## src/rtl/mem_arbiter.sv

```systemverilog
// mem_arbiter
//   Shares one external memory bus between two requesters: port 0 (CPU path)
//   and port 1 (peripheral DMA). The arbiter keeps one transaction outstanding
//   at a time and uses round-robin arbitration. A granted transaction is held
//   until busAck arrives or until the timeout expires.
//
// Ports
//   clk, rst                   clock, synchronous active-high reset
//   read0/write0/address0/data0  port 0 request (write wins if both strobes high)
//   ack0                       port 0 completion, 1-cycle pulse
//   read1/write1/address1/data1  port 1 request
//   ack1                       port 1 completion, 1-cycle pulse
//   dataOut                    read data for the acked port, valid with ack0/ack1
//   error                      pulses with ack0/ack1 when the transfer timed out
//   busRead/busWrite           memory bus strobes (registered)
//   busAddress/busData         memory bus address / write data (registered)
//   busAck, busDataIn          memory bus completion and read data
//   grant                      one-hot owner: 01 port 0, 10 port 1, 00 idle
//
// Handshake: a requester holds readN/writeN until it sees ackN. A request is
// taken in the IDLE cycle in which it is seen. Once it is granted, the requester
// inputs are ignored until the ack. In the cycle that ackN is high, port N's
// request is not looked at, so a requester that drops on ack is not granted twice.
module mem_arbiter #(
  parameter int TIMEOUT = 64,
  parameter int CW      = 7
) (
  input  logic        clk,
  input  logic        rst,
  input  logic        read0,
  input  logic        write0,
  input  logic [31:0] address0,
  input  logic [31:0] data0,
  output logic        ack0,
  input  logic        read1,
  input  logic        write1,
  input  logic [31:0] address1,
  input  logic [31:0] data1,
  output logic        ack1,
  output logic [31:0] dataOut,
  output logic        error,
  output logic        busRead,
  output logic        busWrite,
  output logic [31:0] busAddress,
  output logic [31:0] busData,
  input  logic        busAck,
  input  logic [31:0] busDataIn,
  output logic [1:0]  grant
);

  typedef enum logic {IDLE, BUSY} state_t;

  localparam logic [CW-1:0] TMO_LAST = CW'(TIMEOUT - 1);

  state_t      state_q, state_d;
  logic [1:0]  grant_q, grant_d;
  logic        last_q, last_d;       // index of the port granted most recently
  logic        rd_q, rd_d;
  logic        wr_q, wr_d;
  logic [31:0] addr_q, addr_d;
  logic [31:0] wdata_q, wdata_d;
  logic        ack0_q, ack0_d;
  logic        ack1_q, ack1_d;
  logic [31:0] rdata_q, rdata_d;
  logic        err_q, err_d;
  logic [CW-1:0] cnt_q, cnt_d;

  logic req0, req1, pick, pick_wr, tmo;

  always_ff @(posedge clk) begin
    if (rst) begin
      state_q <= IDLE;
      grant_q <= 2'b00;
      last_q  <= 1'b1;
      rd_q    <= 1'b0;
      wr_q    <= 1'b0;
      addr_q  <= '0;
      wdata_q <= '0;
      ack0_q  <= 1'b0;
      ack1_q  <= 1'b0;
      rdata_q <= '0;
      err_q   <= 1'b0;
      cnt_q   <= '0;
    end else begin
      state_q <= state_d;
      grant_q <= grant_d;
      last_q  <= last_d;
      rd_q    <= rd_d;
      wr_q    <= wr_d;
      addr_q  <= addr_d;
      wdata_q <= wdata_d;
      ack0_q  <= ack0_d;
      ack1_q  <= ack1_d;
      rdata_q <= rdata_d;
      err_q   <= err_d;
      cnt_q   <= cnt_d;
    end
  end

  always_comb begin
    state_d = state_q;
    grant_d = grant_q;
    last_d  = last_q;
    rd_d    = rd_q;
    wr_d    = wr_q;
    addr_d  = addr_q;
    wdata_d = wdata_q;
    ack0_d  = 1'b0;
    ack1_d  = 1'b0;
    rdata_d = '0;
    err_d   = 1'b0;
    cnt_d   = cnt_q;

    req0 = (read0 | write0) & ~ack0_q;
    req1 = (read1 | write1) & ~ack1_q;
    // When both ports request, the port that did not win last time gets the grant.
    pick    = (req0 & req1) ? ~last_q : req1;
    pick_wr = pick ? write1 : write0;
    // busAck is checked before tmo, so busAck in the timeout cycle completes normally.
    tmo     = (TIMEOUT != 0) && (cnt_q == TMO_LAST);

    case (state_q)
      IDLE: begin
        if (req0 | req1) begin
          state_d = BUSY;
          grant_d = pick ? 2'b10 : 2'b01;
          wr_d    = pick_wr;
          rd_d    = ~pick_wr;
          addr_d  = pick ? address1 : address0;
          wdata_d = pick ? data1 : data0;
          cnt_d   = '0;
        end
      end
      BUSY: begin
        if (busAck || tmo) begin
          state_d = IDLE;
          grant_d = 2'b00;
          last_d  = grant_q[1];
          rd_d    = 1'b0;
          wr_d    = 1'b0;
          addr_d  = '0;
          wdata_d = '0;
          ack0_d  = grant_q[0];
          ack1_d  = grant_q[1];
          rdata_d = (busAck && !wr_q) ? busDataIn : 32'h0;
          err_d   = ~busAck;
        end else begin
          cnt_d = cnt_q + CW'(1);
        end
      end
      default: state_d = IDLE;
    endcase
  end

  assign ack0       = ack0_q;
  assign ack1       = ack1_q;
  assign dataOut    = rdata_q;
  assign error      = err_q;
  assign busRead    = rd_q;
  assign busWrite   = wr_q;
  assign busAddress = addr_q;
  assign busData    = wdata_q;
  assign grant      = grant_q;

endmodule

```

## config.mk

```make
export PLATFORM = sky130hd
export DESIGN_NAME = mem_arbiter
export DESIGN_NICKNAME = d
export VERILOG_FILES = /design/src/rtl/mem_arbiter.sv
export SDC_FILE = /design/constraint.sdc
export NUM_CORES = 1
export LEC_CHECK = 0
export BUFFER_PORTS_ARGS = -buffer_cell sky130_fd_sc_hd__buf_2
export CAP_MARGIN = 20
export CORE_AREA = 2 2 103 105
export CTS_CLUSTER_SIZE = 16
export DETAILED_ROUTE_END_ITERATION = 12
export DIE_AREA = 0 0 105 107
export PLACE_DENSITY = 0.8
export SYNTH_ARGS = -nofsm -noshare
export SYNTH_HDL_FRONTEND = slang
export SYNTH_SLANG_ARGS = --single-unit
export TNS_END_PERCENT = 20
```

## constraint.sdc

```tcl
create_clock -name clk -period 2.9 [get_ports clk]
set_clock_uncertainty 0.15 [all_clocks]
set_input_delay 0.29 -clock clk [delete_from_list [all_inputs] [get_ports clk]]
set_output_delay 0.29 -clock clk [all_outputs]
set_load 0.01 [all_outputs]
```

==> flow_metrics.tcl <==
set metrics [dict create \
    outcome "finished clean" \
    core-area_mm2 0.0101 \
    synth_cells 364 \
    std_cell_rows 37 \
    crit_slowest_cell "dlygate4sd3_1" \
    synth_area_per_cell_um2 11.9 \
    max_freq_mhz 483 \
    fillers 827 \
    worst_slack_ps 831 \
    cts_buffer_depth 2 \
    tightest_slew_ps 649 \
    power_mw 3.13 \
    pre_cts_ws_ps 881 \
    p_leak_nw 3.01 \
    port_buffers 269 \
    dpl.hpwl_mm 9.12 \
    synth_top_family_by_area "compound AO/OA/AOI/OAI gates" \
    yosys.area_share.simple_pct 8.67 \
    cts.sinks 112 \
    cts_max_level 3 \
    power_density_mw_per_mm2 502 \
    drtIter0Drc 318 \
    cp_max_fo 37 \
    antennaDiodeCount 0 \
    first_pass_iters 4 \
    ys_seq_elements 112 \
    viasPerCell 5.06 \
    slew_headroom_pct 56.2 \
    critPathCaptureType "flop" \
    fin_crit_ps 2070 \
    final_util_pct 61.7 \
    muxShareOfSynthArea_pct 14.8 \
    overflow 0 \
    numCtsBuffers 9 \
    finalInstanceArea_mm2 0.00623 \
    synthAdderAreaFrac_pct 0.289 \
    max_stage_delay_ps 530 \
    root_buffer "clkbuf_8" \
    fin_tns_setup_ps 0 \
    synth_xor_area_share_pct 0.405 \
    track_usage_pct 21.7 \
    grt_pass1_wl_mm 19.4 \
    ir_drop_v 0.000256 \
    route.detailed.drc 0 \
    yosysWarningCount 0 \
    cp_cell_sequence "dlygate4sd3_1, buf_2, and2b_1, o21ai_4, a21oi_4, buf_4, o2bb2ai_1" \
    start_util_pct 42.9 \
    wirelength_mm 12.8 \
    area_delta_synth_final_pct 43.9 \
    ant_nets 0 \
    grt_pass1_vias 4042 \
    cp.arrival_ps 2200 \
    clk_pin_slew_ps 100 \
    drive_gt1_share_pct 45.2 \
    die_area_mm2 0.0112 \
    nNetsFinal 827 \
    num_vias 4040 \
    die_h_um 107 \
    finalMaxSlewViolations 0 \
    clk_latency_ps 360 \
    syn_area_mm2 0.00433 \
    io_pins 270 \
    yosysSeqAreaShare_pct 51.8 \
    rsz0062_at_grt "no" \
    cts_setup_buffers 0 \
    hold_buffers 33 \
    placed_cell_area_mm2 0.00573 \
    antenna_found_initial 0 \
    wire_per_inst_um 16.0 \
    grt_max_degree 38 \
    tritoncts "done" \
    synth-compound-area-share_pct 18.8 \
    required_ps 3030 \
    cap_viol_max_count 0 \
    die_w_um 105 \
    synth_cell_types 46 \
    routabilityCongestion 0.812 \
    startpoint_type "primary input" \
    fin_crit_sh_pct 71.3 \
    criticalPathCategory "in -> reg" \
    synth_fp_nets 532 \
    hp-class "in -> reg" \
    ctsResizeCount 0 \
    setup_viol 0 \
    hold_viol 0 \
]
critical path, delay by kind of cell:
kind | cells | cell delay, ps
AOI/OAI and AO/OA | 3 | 500
and+or+nand+nor | 1 | 320
buffers and inverters | 3 | 1050
layer usage:
metal  vias up  global-route usage (%)  wire length, µm  share of wire [%]
met4         0                    10.6              332                2.6
met1      1885                    24.1             5140                 40
met3        27                    5.65              980                7.7
met2       202                    38.7             6320                 49
li1       1926                       -                -                  -
met5         -                       0                0                  0
state kept, by name (all words and copies together), names as in the netlist:
name	cells
busAddress	32
grant	2
busData	32
state_q	1
last_q	1
error	1
cnt_q	7
busRead	1
ack1	1
ack0	1
dataOut	32
busWrite	1
cell usage in the layout, fill, tap and decap left out, types with 3 or more instances in the layout:
master / instances
o211ai_1: 4
o21a_1: 3
clkbuf_8: 10
buf_2: 269
nor2_1: 5
mux2i_1: 64
dfxtp_1: 112
nand3_1: 3
dlygate4sd3_1: 33
a21oi_1: 5
nand2_1: 7
inv_1: 3
buf_4: 6
and2_1: 34
o2bb2ai_1: 64
through the flow:
step	cells	hold slack, ps
6_report	799	40.1
5_1_grt	799	26.3
4_1_cts	799	16.0
3_5_place_dp	751	292
3_3_place_gp	751	290
2_1_floorplan	364	212
synthesized netlist by cell type (all sizes together):
master,n,area (µm²)
o2bb2ai,64,561
nand4,1,12.5
o21bai,2,37.5
and2b,1,7.51
nor2b,1,6.26
clkbuf,10,37.5
o2111a,1,11.3
o41ai,1,8.76
inv,3,11.3
o211a,1,10.0
nand2,8,32.5
a41oi,1,8.76
a21oi,6,33.8
ha,1,12.5
nand3b,1,7.51
o211ai,4,30.0
mux2i,64,641
nand2b,2,12.5
xor2,2,17.5
a22o,1,8.76
nor4,1,6.26
a21bo,1,10.0
dfxtp,112,2240
buf,16,180
o21ai,3,26.3
o21ba,1,10.0
a21o,1,7.51
nor2,5,18.8
a32o,1,10.0
nor3,2,10.0
a32oi,1,8.76
or3,1,6.26
and3,1,6.26
nor4b,1,8.76
a311oi,1,8.76
and2,34,213
o21a,3,22.5
and4bb,1,12.5
nand3,3,15.0
area by class of cell:
cell class	instances	area (µm²)	share of cell area (%)
clock buffer	11	141	2.27
clock inverter	4	30.0	0.482
inverter	3	11.3	0.181
multi-input combinational	223	1870	30.1
sequential	112	2240	36.0
tap	136	170	2.73
timing repair buffer	310	1760	28.3
power by group:
group          internal [mW]  switching [mW]
combinational          0.306           0.298
sequential              1.64          0.0556
clock                  0.336           0.495
total                   2.28           0.849
worst paths after layout:
kind                             from                     endpoint  slack (ps)  cells past startpoint
max                            busAck      busData[0]$_SDFFE_PP0P_         830                      7
min                      address0[25]  busAddress[25]$_SDFFE_PP0P_          40                      3
max reg2reg     cnt_q[0]$_SDFFE_PP0P_      busData[0]$_SDFFE_PP0P_         840                      6
min reg2reg  busData[13]$_SDFFE_PP0P_     busData[13]$_SDFFE_PP0P_         310                      1
kinds of logic (layout without fill, tap and decap cells):
| logic type | count (synthesis) | count (layout) |
|---|---|---|
| AOI/OAI and AO/OA | 93 | 93 |
| xor gates and xnor gates | 2 | 2 |
| adders and majority gates | 1 | 1 |
| buffers and inverters | 29 | 328 |
| DFF | 112 | 112 |
| muxes | 64 | 64 |
| and+or+nand+nor | 63 | 63 |
Note: power is estimated with default switching activity, not from simulation.
